`config.mk`:
```
export PLATFORM = sky130hd
export DESIGN_NAME = ft_tx_arbiter
export DESIGN_NICKNAME = d
export VERILOG_FILES = /design/src/rtl/ft_arb_pkg.sv /design/src/rtl/ft_rr_picker.sv /design/src/rtl/ft_tx_arbiter.sv
export SDC_FILE = /design/constraint.sdc
export NUM_CORES = 1
export LEC_CHECK = 0
export CORE_MARGIN = 2
export CORE_UTILIZATION = 30
export DETAILED_ROUTE_END_ITERATION = 7
export PLACE_DENSITY = 0.69
export SLEW_MARGIN = 25
export SYNTH_ARGS = -nofsm -noshare
export SYNTH_HDL_FRONTEND = slang
export SYNTH_SLANG_ARGS = --single-unit
```
`constraint.sdc`:
```
create_clock -name sys_clk -period 5.3 [get_ports sys_clk]
set_input_delay 1.325 -clock sys_clk [delete_from_list [all_inputs] [get_ports sys_clk]]
set_output_delay 1.325 -clock sys_clk [all_outputs]
set_load 0.01 [all_outputs]
```
`src/rtl/ft_arb_pkg.sv`:
```
// Shared types and constants for the FT245 TX arbiter: packet FSM states, default magic byte, channel limits.
// Latency: n/a (declarations only).
// Backpressure: n/a.
package ft_arb_pkg;

  // Packet framing sequence; CSUM is only visited when FT_TX_ARB_CSUM_EN is defined.
  typedef enum logic [2:0] {
    IDLE = 3'd0,
    HDR  = 3'd1,
    ID   = 3'd2,
    LEN  = 3'd3,
    PAY  = 3'd4,
    CSUM = 3'd5
  } arb_state_t;

  localparam logic [7:0] MAGIC_DEF = 8'hA5;
  localparam int         MAX_CH    = 16;
  // Channel id travels in the low nibble of the ID byte, so 4 bits covers MAX_CH.
  localparam int         ID_W      = 4;

  // Round-robin pointer advance: the channel after the winner, wrapping at n_ch.
  function automatic logic [ID_W-1:0] next_ptr(input logic [ID_W-1:0] idx, input int n_ch);
    return (int'(idx) == n_ch - 1) ? '0 : idx + 1'b1;
  endfunction

endpackage

```
`src/rtl/ft_rr_picker.sv`:
```
// Round-robin picker: first requesting channel at or after ptr, wrapping to channel 0.
// Latency: combinational, zero cycles.
// Backpressure: none; caller decides when to register the winner.
// Ports: req (request vector), ptr (search start), win_oh (one-hot winner), win_idx (winner index), any (some req set).
module ft_rr_picker
  import ft_arb_pkg::*;
#(
  parameter int N_CH = 4
) (
  input  logic [N_CH-1:0] req,
  input  logic [ID_W-1:0] ptr,
  output logic [N_CH-1:0] win_oh,
  output logic [ID_W-1:0] win_idx,
  output logic            any
);

  // Two passes instead of a modulo index: channels at/after ptr first, then the wrapped ones.
  always_comb begin
    win_oh  = '0;
    win_idx = '0;
    any     = 1'b0;
    for (int j = 0; j < N_CH; j++) begin
      if (!any && req[j] && (j >= int'(ptr))) begin
        any       = 1'b1;
        win_idx   = ID_W'(j);
        win_oh[j] = 1'b1;
      end
    end
    for (int j = 0; j < N_CH; j++) begin
      if (!any && req[j] && (j < int'(ptr))) begin
        any       = 1'b1;
        win_idx   = ID_W'(j);
        win_oh[j] = 1'b1;
      end
    end
  end

endmodule

```
`src/rtl/ft_tx_arbiter.sv`:
```
// Round-robin packet arbiter sharing the FT245 TX FIFO write port; frames MAGIC, id, len, payload (+csum).
// Latency: req to first MAGIC strobe 2 cycles; header and payload stream back-to-back; 1 idle cycle between packets.
// Backpressure: output register reloads only when !txfifo_wr || !txfifo_full; src_ready follows that reload enable.
// Ports: sys_clk/sys_rst (async active-high); req/req_len/src_data/src_valid/src_ready per channel;
//        grant (one-hot packet owner), txfifo_full/txfifo_wr/txfifo_data (FIFO write port), busy.
// Option: define FT_TX_ARB_CSUM_EN to append an XOR checksum byte (id ^ len ^ payload) to every packet.
module ft_tx_arbiter
  import ft_arb_pkg::*;
#(
  parameter int         N_CH   = 4,
  parameter int         DATA_W = 8,
  parameter int         LEN_W  = 8,
  parameter logic [7:0] MAGIC  = MAGIC_DEF
) (
  input  logic                     sys_clk,
  input  logic                     sys_rst,
  input  logic [N_CH-1:0]          req,
  input  logic [N_CH*LEN_W-1:0]    req_len,
  input  logic [N_CH*DATA_W-1:0]   src_data,
  input  logic [N_CH-1:0]          src_valid,
  output logic [N_CH-1:0]          src_ready,
  output logic [N_CH-1:0]          grant,
  input  logic                     txfifo_full,
  output logic                     txfifo_wr,
  output logic [DATA_W-1:0]        txfifo_data,
  output logic                     busy
);

  arb_state_t      state;
  logic [ID_W-1:0] rr_ptr;
  logic [ID_W-1:0] win_idx;
  logic [LEN_W-1:0] cnt;
`ifdef FT_TX_ARB_CSUM_EN
  logic [7:0]      csum;
`endif

  logic            load_en;
  logic [N_CH-1:0] pick_oh;
  logic [ID_W-1:0] pick_idx;
  logic            pick_any;
  logic [LEN_W-1:0] pick_len;
  logic [DATA_W-1:0] pay_byte;
  logic            pay_valid;

  // A pending byte is either absent or being accepted this cycle.
  assign load_en = !txfifo_wr || !txfifo_full;

  ft_rr_picker #(.N_CH(N_CH)) u_picker (
    .req     (req),
    .ptr     (rr_ptr),
    .win_oh  (pick_oh),
    .win_idx (pick_idx),
    .any     (pick_any)
  );

  // Length of the candidate winner, latched at grant time only.
  always_comb begin
    pick_len = '0;
    for (int j = 0; j < N_CH; j++) begin
      if (pick_oh[j]) pick_len = req_len[j*LEN_W +: LEN_W];
    end
  end

  // Payload mux driven by the registered one-hot grant.
  always_comb begin
    pay_byte = '0;
    for (int j = 0; j < N_CH; j++) begin
      if (grant[j]) pay_byte = src_data[j*DATA_W +: DATA_W];
    end
  end

  assign pay_valid = |(src_valid & grant);
  assign src_ready = ((state == PAY) && load_en) ? grant : '0;

  always_ff @(posedge sys_clk or posedge sys_rst) begin
    if (sys_rst) begin
      state       <= IDLE;
      grant       <= '0;
      win_idx     <= '0;
      rr_ptr      <= '0;
      cnt         <= '0;
      txfifo_wr   <= 1'b0;
      txfifo_data <= '0;
      busy        <= 1'b0;
`ifdef FT_TX_ARB_CSUM_EN
      csum        <= '0;
`endif
    end else begin
      case (state)
        IDLE: begin
          // The last byte of the previous packet may still be stalled; only drop wr once it is taken.
          if (load_en) txfifo_wr <= 1'b0;
          if (pick_any) begin
            grant   <= pick_oh;
            win_idx <= pick_idx;
            cnt     <= pick_len;
            busy    <= 1'b1;
`ifdef FT_TX_ARB_CSUM_EN
            csum    <= 8'(pick_idx) ^ 8'(pick_len);
`endif
            state   <= HDR;
          end
        end
        HDR: begin
          if (load_en) begin
            txfifo_wr   <= 1'b1;
            txfifo_data <= MAGIC;
            state       <= ID;
          end
        end
        ID: begin
          if (load_en) begin
            txfifo_wr   <= 1'b1;
            txfifo_data <= DATA_W'(win_idx);
            state       <= LEN;
          end
        end
        LEN: begin
          if (load_en) begin
            txfifo_wr   <= 1'b1;
            txfifo_data <= 8'(cnt);
            if (cnt == '0) begin
`ifdef FT_TX_ARB_CSUM_EN
              state  <= CSUM;
`else
              state  <= IDLE;
              grant  <= '0;
              busy   <= 1'b0;
              rr_ptr <= next_ptr(win_idx, N_CH);
`endif
            end else begin
              state <= PAY;
            end
          end
        end
        PAY: begin
          if (load_en) begin
            if (pay_valid) begin
              txfifo_wr   <= 1'b1;
              txfifo_data <= pay_byte;
              cnt         <= cnt - LEN_W'(1);
`ifdef FT_TX_ARB_CSUM_EN
              csum        <= csum ^ 8'(pay_byte);
`endif
              if (cnt == LEN_W'(1)) begin
`ifdef FT_TX_ARB_CSUM_EN
                state  <= CSUM;
`else
                state  <= IDLE;
                grant  <= '0;
                busy   <= 1'b0;
                rr_ptr <= next_ptr(win_idx, N_CH);
`endif
              end
            end else begin
              // Source starved: emit a bubble rather than repeat the previous byte.
              txfifo_wr <= 1'b0;
            end
          end
        end
`ifdef FT_TX_ARB_CSUM_EN
        CSUM: begin
          if (load_en) begin
            txfifo_wr   <= 1'b1;
            txfifo_data <= csum;
            state       <= IDLE;
            grant       <= '0;
            busy        <= 1'b0;
            rr_ptr      <= next_ptr(win_idx, N_CH);
          end
        end
`endif
        default: begin
          state <= IDLE;
          grant <= '0;
          busy  <= 1'b0;
        end
      endcase
    end
  end

  // Only the low 8 bits of the length reach the wire.
  generate
    if (LEN_W > 8) begin : g_len_chk
      a_len_fits : assert property (@(posedge sys_clk) disable iff (sys_rst)
        ((state == IDLE) && pick_any) |-> (pick_len < LEN_W'(256)));
    end
  endgenerate

endmodule

```
# After elaboration in Yosys (flattened, before gate mapping)
# Index checks and enable logic that the tools add are counted.
# totals
wordCells,154
output_inout_bits,18
reg_bits,33
input_bits,75
# classes
n_mux,76
n_addsub,2
n_reduce_logical,42
bitwise_logic,2
eq_ne,16
order_cmp,8
# ops
op,count
8-bit 2-to-1 mux,16
4-bit 2-to-1 mux,13
8-bit one-hot mux with 4 select lines,1
1-bit 2-to-1 mux,26
3-bit 2-to-1 mux,8
1-bit logical AND,16
2-bit != test (second input constant),8
4-bit one-hot mux with 4 select lines,1
8-bit one-hot mux with 2 select lines,1
3-bit one-hot mux with 5 select lines,1
7-bit AND reduction,2
2-bit 2-to-1 mux,6
6-bit AND reduction,2
1-bit logical NOT,9
8-bit by 1-bit equality test with 1-bit output (second input constant),1
1-bit by 4-bit greater-or-equal comparator with 1-bit output (first input constant),2
2-bit by 4-bit greater-or-equal comparator with 1-bit output (first input constant),2
8-bit logical NOT,1
1-bit by 4-bit less-than comparator with 1-bit output (first input constant),2
2-bit by 4-bit less-than comparator with 1-bit output (first input constant),2
4-bit one-hot mux with 2 select lines,1
4-bit AND reduction,2
8-bit by 1-bit subtractor with 8-bit output (second input constant),1
3-bit by 2-bit equality test with 1-bit output (second input constant),2
18 further kinds,20

# Longest topological paths before layout
# depth
depth_word,34
mapped_depth,8
depth_no_buf,7

# Cells and area by module
# A second synthesis with hierarchy kept.
# unflattened
hier_cells,287
hier_area_um2,2424.8
# modules_own_cells
mod,instances,area_per_inst_um2,cells_each
ft_tx_arbiter,1,2244.7,255
ft_rr_picker,1,180.2,32

# Least setup slack after synthesis
# Ideal clock, no wire load.
# synth_path
path_kind,in2out
start,in txfifo_full
end,out src_ready[0]
stages,3
arrival_time_ps,1889
setup_slack_ps,2086
required_ps,3975
path_cell_list,nand2_1 > clkbuf_1 > and3_1
# synth_between
elab_chain_cells,4
# synth_rtl
element,line_no,text
"start, declared",ft_tx_arbiter.sv:23,"input logic txfifo_full,"
1-bit logical NOT,ft_tx_arbiter.sv:46,assign load_en = !txfifo_wr || !txfifo_full;
1-bit logical OR,ft_tx_arbiter.sv:46,
1-bit logical AND,ft_tx_arbiter.sv:73,assign src_ready = ((state == PAY) && load_en) ? grant : '0;
4-bit 2-to-1 mux,ft_tx_arbiter.sv:73,
"end, declared",ft_tx_arbiter.sv:21,"output logic [N_CH-1:0] src_ready,"
# No other way between the ends.

# Final worst setup path
# layout_path
start,in txfifo_full
end,out src_ready[1]
# Same word-level chain as after synthesis.

==> impl_metrics.yaml <==
place:
  preCtsSetupSlack_ns: 1.103
  dp_hpwl_mm: 5.808
  port_buffers: 92
  gp_congestion: 0.8174
drt:
  wire_per_inst_um: 16.15
  drt-vias-per-instance: 5.385
  postRouteWirelength_mm: 7.591
  drc: 0
  drtAntennaViolNets: 0
  drtIter0Drc: 144
  vias: 2531
  dr.pass1.iters: 4
finish:
  drive_above_1_share_pct: 4.313
  diodes: 0
  nets: 449
  final_cell_mix: "clkdlybuf4s50_1 (92), nand2_1 (41), dfrtp_1 (29)"
  final_common_cell: "clkdlybuf4s50_1"
  final_core_util_pct: 46.13
  area_growth_pct: 47.14
timing:
  setup_tns_ns: 0
  rsz0062_at_grt: "no"
  setup_ws_ns: 1.097
  fin_skew_ns: 0.002252
  holdWs_ns: 0.4857
  finalSetupViolCount: 0
  relSlewSlack_pct: 40.02
  tightest_slew_ns: 0.8996
  timing.fmax_mhz: 237.9
  fin_crit_sh_pct: 79.30
  slew_violations: 0
  hold_viol_final: 0
  timing.final.crit_period_ns: 4.203
floorplan:
  io_pins: 93
  fp.dieW_um: 91.53
  std_cell_rows: 31
  die_h_um: 91.53
  core_um2: 7331
  start_util_pct: 31.35
  dieArea_um2: 8378
synthesis:
  synth_top_area_share_pct: 31.57
  syn_area_um2: 2298
  avgSynthCellArea_um2: 7.871
  synthCells: 292
  synth_ff_type: "dfrtp_1"
  yosysSeqAreaShare_pct: 31.57
  synth_area_leaders: "dfrtp_1 (32%), nand2_1 (6.7%), a21oi_1 (5.2%)"
  yosys_warnings: 0
  syn_nets: 371
  synth_cell_types: 54
  synth_edf_count: 0
  synth_area_leader_cell: "dfrtp_1"
  synthArstFlopShare_pct: 100.0
  synth_seq_cells: 29
power:
  irDropWorstVdd_uv: 160.5
  power.leakage_nw: 1.278
  switching_share_pct: 43.67
  powerDensity_nw_per_um2: 469.0
  switchingPower_uw: 692.7
  pwr-share-comb_pct: 54.1
  intPower_uw: 893.4
  pwr-share-clk_pct: 15.0
  p_total_mw: 1.586
  sequentialPowerShare_pct: 30.8
job:
  maxCapViolations: 0
global_route:
  grt.met2_usage_pct: 29.29
  use_met1_pct: 24.42
  grt_pass1_wl_mm: 12.52
  grt_max_degree: 30
  grt_overflow: 0
  met3_usage_pct: 5.062
  grt_usage_pct: 18.42
  busiest_layer: "met2"
  grt_antenna_before_repair: 0
  grt_pass1_vias: 2497
critical_path:
  worstSetupPathType: "in -> out"
  crit_arrival_ns: 2.88
  endpoint_kind: "output pin"
  cp_max_fo: 13
  crit_family: "buffers and inverters"
  startpoint: "txfifo_full"
  crit_slowest_cell: "clkdlybuf4s50_1"
  crit_buf_inv: 2
  start_kind: "input port"
  cp_cell_sequence: "clkdlybuf4s50_1, nand2_1, and3_1, clkdlybuf4s50_1"
  cp.required_ns: 3.97
  reg2reg_from: "state[0]$_DFFE_PP0P_"
  cpMostUsedCell: "clkdlybuf4s50_1"
  critical-path-max-stage-delay_ns: 0.53
cts:
  cts_sinks: 29
  cts_buffers: 5
  postCtsSetupBuffers: 0
  htreeDepth: 2
  cts_tree: "built"
  clock_latency_ns: 0.28
  clockRootBuffer: "clkbuf_8"
  clk_path_buf_depth: 2
  postCtsHoldBufs: 0
  cts_resized: 0
  clkTransAtPathRegs_ns: 0.06
status:
  status: "finished, final reports clean"
hold_path:
  hp-class: "reg -> reg"
  hold_start: "txfifo_data[6]$_DFFE_PP0P_"
## synthesized netlist by cell type, drive strengths merged (3+ instances only)
cell    count
nand3       5
a21oi      24
nor3        4
o22a        3
a41oi       3
a221o       4
o21a        5
nand4b      3
mux2        4
o31ai       3
and2        4
nand2      41
o21ai      26
clkbuf     19
nor4        3
a31oi       9
dfrtp      29
a22oi      11
buf         3
xnor2       5
and3        4
nor2       22
ha          4
nor2b      10
a32o        7
inv         5
## state kept, by name, indices dropped and copies added, names as in the netlist
register,cells
busy,1
txfifo_wr,1
grant,4
txfifo_data,8
rr_ptr,2
win_idx,2
state,3
cnt,8
## per-layer routing
metal	share of wire (%)	wire, um
met4	0.79	60
met2	44	3314
met1	46	3522
met3	9.1	694
met5	0	0
## final timing paths
path / end / depth (start not counted) / slack, ns
min: txfifo_data[6]$_DFFE_PP0P_ / 2 / 0.49
min reg2reg: txfifo_data[6]$_DFFE_PP0P_ / 2 / 0.49
min in group asynchronous: txfifo_wr$_DFFE_PP0P_ / 2 / 1.46
max: src_ready[1] / 4 / 1.10
max in group asynchronous: busy$_DFFE_PP0P_ / 2 / 3.43
max reg2reg: cnt[3]$_DFFE_PP0P_ / 5 / 2.70
## through the flow
step / cells / instance area (um2)
2_1_floorplan: 292 / 2298
3_3_place_gp: 462 / 3266
3_5_place_dp: 462 / 3266
4_1_cts: 470 / 3382
5_1_grt: 470 / 3382
6_report: 470 / 3382
## final cells by class
| type | instances | area [um2] |
|---|---|---|
| Clock buffer | 7 | 86.33 |
| Clock inverter | 1 | 30.03 |
| Fill cell | 716 | 3949 |
| Inverter | 5 | 18.77 |
| Multi-Input combinational cell | 236 | 1469 |
| Sequential cell | 29 | 725.7 |
| Tap cell | 99 | 123.9 |
| Timing Repair Buffer | 93 | 928.4 |
## logic make-up after synthesis
kind of cell / after synthesis / synth area share, %
AO/OA/AOI/OAI: 117 / 34.90
AND/OR/NAND/NOR: 103 / 21.72
flip-flops: 29 / 31.57
buffers and inverters: 27 / 4.518
XOR/XNOR: 6 / 2.286
multiplexers: 6 / 2.831
adder cells (fa/ha/maj): 4 / 2.178
## worst min-delay path: cells and delay by family (launching register included)
family / cells / cell delay, ns
simple gates: 1 / 0.05
compound gates: 1 / 0.06
flops: 1 / 0.34
## power by group through the flow
stage / clock, mW / sequential [mW] / combinational (mW)
detailed placement: 0 / 0.491 / 0.856
CTS: 0.244 / 0.487 / 0.862
global route: 0.255 / 0.509 / 0.962
finish: 0.239 / 0.489 / 0.859
global placement: 0 / 0.481 / 0.838
floorplan: 0 / 0.422 / 0.617
No activity file was read; power rests on OpenSTA's default activity.
==> variant 1, RTL diff (config.mk and constraints unchanged) <==
Add a define of `FT_TX_ARB_CSUM_EN`.
--- a/src/rtl/ft_tx_arbiter.sv
+++ b/src/rtl/ft_tx_arbiter.sv
@@ -4,6 +4,8 @@
 // Ports: sys_clk/sys_rst (async active-high); req/req_len/src_data/src_valid/src_ready per channel;
 //        grant (one-hot packet owner), txfifo_full/txfifo_wr/txfifo_data (FIFO write port), busy.
 // Option: define FT_TX_ARB_CSUM_EN to append an XOR checksum byte (id ^ len ^ payload) to every packet.
+`define FT_TX_ARB_CSUM_EN
+
 module ft_tx_arbiter
   import ft_arb_pkg::*;
 #(
Formal check against the unedited RTL: not equivalent (a bounded check fails within 10 cycles, from zero or initial values and one cycle with sys_rst high).
==> variant 1 against the original RTL <==
- worst setup slack better by 180 ps
- sequential share of layout area up 3.7 points
- area after synthesis up 15%
- routed wire length up 5.7%
- clock skew up 12 ps
- sequential power up 19%
- power up 9.6%
- sequential cell count up 8
- via count up 8.8%
- fmax up 4.5%
- design area up 8.7%
- global-route usage down 1.6 points
- critical path type unchanged
==> variant 1: results (changes against the original RTL) <==
----------------------------------------------------
[Global routing]
  Overall global routing resource usage ... 0.1686 (was 0.1842)
  Number of global-route vias before repair ... 2692 (was 2497)
  Pin count of the biggest net entering global routing ... 38 (was 30)
  Global-route wire length before repair ... 13320 um (was 12520 um)

[Place]
  Area of placed instances ... 3595 sq um (was 3266 sq um)
  Routability congestion estimate ... 0.8537 (was 0.8174)
  Instance count after placement with tap cells included ... 489 (was 462)

[Route]
  Met3 routed wirelength ... 591 um (was 694 um)
  Routed length on met2 ... 3438 um (was 3314 um)
  Wire per inst ... 16.15 um (about the same)

[Layout]
  Fillers ... 854 (was 716)
  Proportion of layout cells with a drive suffix above 1 ... 0.04627 (was 0.04313)
  Layout Nets ... 466 (was 449)

[Setup path]
  Peak fanout along the critical path ... 6 (was 13)
  R2r worst-path depth ... 6 (was 5)
  Crit Reg-Reg Startpoint ... grant[1]$_DFFE_PP0P_ (was state[0]$_DFFE_PP0P_)
  Capturing element of the worst setup path ... src_ready[3] (was src_ready[1])
  Signal arrival time at the worst endpoint ... 2700 ps (was 2880 ps)
  Endpoint of the most critical register-to-register path ... csum[1]$_DFFE_PP0P_ (was cnt[3]$_DFFE_PP0P_)

[Synthesis]
  Top cells by area in the synthesized netlist ... dfrtp_1, o21ai_0, nand2_1, nor2_1, a221o_1 (was dfrtp_1, nand2_1, a21oi_1, a22oi_1, nor2_1)
  Mean cell area of the mapped netlist ... 8.540 sq um (was 7.871 sq um)
  Library cells used by synthesis ... 59 (was 54)
  Most frequent cells after synthesis ... dfrtp_1, nand2_1, o21ai_0 (was nand2_1, dfrtp_1, a21oi_1)

[Power]
  Peak supply drop ... 0.1515 mV (was 0.1605 mV)
  Static leakage ... 1.489 nW (was 1.278 nW)

[Run status]
  Run status ... finished, final reports clean (unchanged)

----------------------------------------------------
[variant 1: worst min-delay path by stage]
stage                            endpoint                        from  slack [ps]
6_report                 busy$_DFFE_PP0P_            busy$_DFFE_PP0P_         490
4_1_cts        txfifo_data[3]$_DFFE_PP0P_  txfifo_data[3]$_DFFE_PP0P_         500
3_3_place_gp             busy$_DFFE_PP0P_            busy$_DFFE_PP0P_         470
5_1_grt        txfifo_data[3]$_DFFE_PP0P_  txfifo_data[3]$_DFFE_PP0P_         510
2_1_floorplan          cnt[3]$_DFFE_PP0P_          cnt[3]$_DFFE_PP0P_         470
3_5_place_dp   txfifo_data[3]$_DFFE_PP0P_  txfifo_data[3]$_DFFE_PP0P_         470
[variant 1: worst max-delay path, stage by stage]
cell and delay, ps:
clkdlybuf4s50_1 420, and2_1 220, nor3_1 160, clkdlybuf4s50_1 580
[variant 1: routing by layer]
metal / track usage / vias up
li1: - / 1330
met2: 0.2690 / 127
met5: 0 / -
met1: 0.2376 / 1287
met4: 0.04594 / 0
met3: 0.02863 / 10
[variant 1: area by class of cell]
cell class | count | area [sq um] | share of cell area
Multi-Input combinational cell | 236 | 1545 | 0.4202
Timing Repair Buffer | 94 | 935.9 | 0.2545
Sequential cell | 37 | 925.9 | 0.2518
Tap cell | 108 | 135.1 | 0.03675
Clock buffer | 6 | 72.57 | 0.01973
Inverter | 14 | 52.55 | 0.01429
Clock inverter | 2 | 10.01 | 0.002722
[variant 1: stage by stage]
step                setup slack [ps]  utilization
floorplan                       2131            -
global placement                1302       0.4163
detailed placement              1297       0.4163
CTS                             1295       0.4258
global route                    1211       0.4258
finish                          1277       0.4258
[variant 1: kinds of logic after synthesis]
| kind of cell | Yosys count | synth area share |
|---|---|---|
| adder cells (fa/ha/maj) | 3 | 0.01423 |
| AO/OA/AOI/OAI | 132 | 0.3784 |
| multiplexers | 4 | 0.01565 |
| XOR/XNOR | 2 | 0.006639 |
| buffers and inverters | 36 | 0.06354 |
| flip-flops | 37 | 0.3509 |
| AND/OR/NAND/NOR | 95 | 0.1707 |
[variant 1: where the power goes]
part / internal, W / switching [W] / leakage (nW)
logic: 0.000452 / 0.000509 / 0.987
registers: 0.000410 / 0.000171 / 0.457
clock network: 0.0000913 / 0.000105 / 0.0450
total: 0.000953 / 0.000785 / 1.49
==> variant 2, RTL diff (same settings) <==
Without the edit above. The 6 states of `arb_state_t` get a Gray code encoding in 3 bits.
--- a/src/rtl/ft_arb_pkg.sv
+++ b/src/rtl/ft_arb_pkg.sv
@@ -5,12 +5,12 @@
 
   // Packet framing sequence; CSUM is only visited when FT_TX_ARB_CSUM_EN is defined.
   typedef enum logic [2:0] {
-    IDLE = 3'd0,
-    HDR  = 3'd1,
-    ID   = 3'd2,
-    LEN  = 3'd3,
-    PAY  = 3'd4,
-    CSUM = 3'd5
+    IDLE = 3'b000,
+    HDR  = 3'b001,
+    ID   = 3'b011,
+    LEN  = 3'b010,
+    PAY  = 3'b110,
+    CSUM = 3'b111
   } arb_state_t;
 
   localparam logic [7:0] MAGIC_DEF = 8'hA5;
Check against the original RTL: no difference found for any inputs over 4 cycles, from zero or initial values and one cycle with sys_rst high; so few cycles prove little.
==> variant 2 against the original RTL <==
- design area fell by 1.1%
- non-clock buffer count fell by 1
- power barely moved
- critical endpoint unchanged
- sequential cell count did not move
- hold slack got worse by 3.3 ps
- area after synthesis fell by 1.2%
- routed wire length fell by 4.5%
- sequential power rose by 2%
- worst setup slack got worse by 5.4 ps
==> variant 2: results (changes against the original RTL) <==
----------------------------------------------------
[Run status]
  Run status ... finished, final reports clean (unchanged)

[Layout]
  Relative area change from synthesis to final layout ... 47.22% (was 47.14%)
  Proportion of layout cells with a drive suffix above 1 ... 0.06215 (was 0.04313)
  Fillers ... 738 (was 716)
  Largest registers ... cnt x8, txfifo_data x8, grant x4 (unchanged)
  Final antenna diode count ... 0 (unchanged)
  Layout Nets ... 432 (was 449)

[CTS]
  Maximum level of the CTS H-tree ... 2 (unchanged)
  Clock latency on the worst-skew pair ... 290 ps
  Clk slew on worst S/H paths ... 60 ps (about the same)
  Post-CTS Setup Bufs ... 0 (unchanged)
  Cts bufs inserted ... 5 (unchanged)
  Root buffer cell ... clkbuf_8 (unchanged)
  Number of instances resized during post-cts repair ... 0 (unchanged)
  Deepest clock path buffer count ... 2 (unchanged)

[Place]
  Routability congestion estimate ... 0.9258 (was 0.8174)
  Hpwl dp ... 5635 um (was 5808 um)
  Minimum setup slack after placement ... 1102 ps (was 1103 ps)
  Count of buffers from port buffering ... 92 (unchanged)
  Area of placed instances ... 3223 sq um (was 3266 sq um)
  Instance count after placement with tap cells included ... 445 (was 462)

[Route]
  Post-Route M1 WL ... 3214 um (was 3522 um)
  DRT Pass-1 Iters ... 5 (was 4)
  Sum of routed wire length over all layers ... 7248 um (was 7591 um)
  Via total after detailed routing ... 2532 (was 2531)
  Highest metal layer with signal wires ... met4 (unchanged)
  Routed length on met2 ... 3376 um (was 3314 um)
  Wire per inst ... 16.00 um (was 16.15 um)
  Met3 routed wirelength ... 547 um (was 694 um)

[Synthesis]
  Post-synth net total ... 354 (was 371)
  Ys Warns ... 0 (unchanged)
  Library cells used by synthesis ... 58 (was 54)
  Top cells by area in the synthesized netlist ... dfrtp_1, a21oi_1, a221oi_1, nand2_1, nor2_1 (was dfrtp_1, nand2_1, a21oi_1, a22oi_1, nor2_1)
  Post-synthesis sequential area ratio ... 0.3196 (was 0.3157)
  Post-synthesis async set-or-reset flop share ... 1.000 (unchanged)
  Most frequent cells after synthesis ... dfrtp_1, a21oi_1, nand2_1 (was nand2_1, dfrtp_1, a21oi_1)
  Mean cell area of the mapped netlist ... 8.258 sq um (was 7.871 sq um)

[Setup path]
  Cell type group with the largest total delay on the critical path ... buffers and inverters (unchanged)
  Slowest Stage Delay on Critical Path ... 530 ps (about the same)
  Signal arrival time at the worst endpoint ... 2880 ps (about the same)
  Peak fanout along the critical path ... 10 (was 13)
  Worst-path cell with the longest stage delay ... clkdlybuf4s50_1 (unchanged)

[Global routing]
  Global-route wire length before repair ... 11740 um (was 12520 um)
  Pin count of the biggest net entering global routing ... 30 (unchanged)
  Number of global-route vias before repair ... 2429 (was 2497)
  Overall global routing resource usage ... 0.1735 (was 0.1842)
  Antenna violations before repair ... 0 (unchanged)

[Power]
  Peak supply drop ... 0.1419 mV (was 0.1605 mV)
  Static leakage ... 1.337 nW (was 1.278 nW)

[Min path]
  Hold/Removal Path Class ... flip-flop to flip-flop (unchanged)

[Timing]
  Worst Skew ... 7.179 ps (was 2.252 ps)
  Worst relative slew slack ... 0.5530 (was 0.4002)

----------------------------------------------------
==> variant 2: cell types whose count changed after synthesis, moves of 5 or more <==
| cell | change |
|---|---|
| a221oi_1 | +11 |
| a31oi_1 | -8 |
| inv_1 | +9 |
| nand2_1 | -15 |
| o21ai_1 | -11 |
| o2bb2ai_1 | +5 |
| xnor2_1 | -5 |
==> variant 2: layout make-up <==
type,count,area (sq um),share of cell area
Multi-Input combinational cell,211,1400,0.4188
Timing Repair Buffer,92,920.9,0.2754
Sequential cell,29,725.7,0.2171
Tap cell,99,123.9,0.03705
Clock buffer,6,82.58,0.02470
Inverter,14,52.55,0.01572
Clock inverter,2,37.54,0.01123
==> variant 2: logic make-up after synthesis <==
logic type      count (synthesis)  synth area share
compound gates                114            0.3763
simple gates                   86            0.1835
buf+inv                        35           0.06391
flops                          29            0.3196
mux                             7           0.03471
fa+ha+maj                       4           0.02204
==> variant 2: routing by layer <==
metal | vias up | track usage
met1 | 1209 | 0.2245
met5 | - | 0
met2 | 107 | 0.2833
met4 | 0 | 0.05682
met3 | 11 | 0.04315
li1 | 1205 | -
==> variant 2: path summary, 6_finish.rpt <==
check,depth (start not counted),slack (ps),start,to
worst max-delay path,4,1090,txfifo_full,src_ready[1]
worst min-delay path,1,480,busy$_DFFE_PP0P_,busy$_DFFE_PP0P_
worst max register to register,5,3060,grant[2]$_DFFE_PP0P_,cnt[4]$_DFFE_PP0P_
worst min register to register,1,480,busy$_DFFE_PP0P_,busy$_DFFE_PP0P_
max in group asynchronous,2,3450,sys_rst,txfifo_data[1]$_DFFE_PP0P_
min in group asynchronous,2,1440,sys_rst,busy$_DFFE_PP0P_
==> variant 2: power by group <==
group	internal, W	switching [W]
logic	0.000415	0.000427
clock network	0.000153	0.0000887
registers	0.000324	0.000177
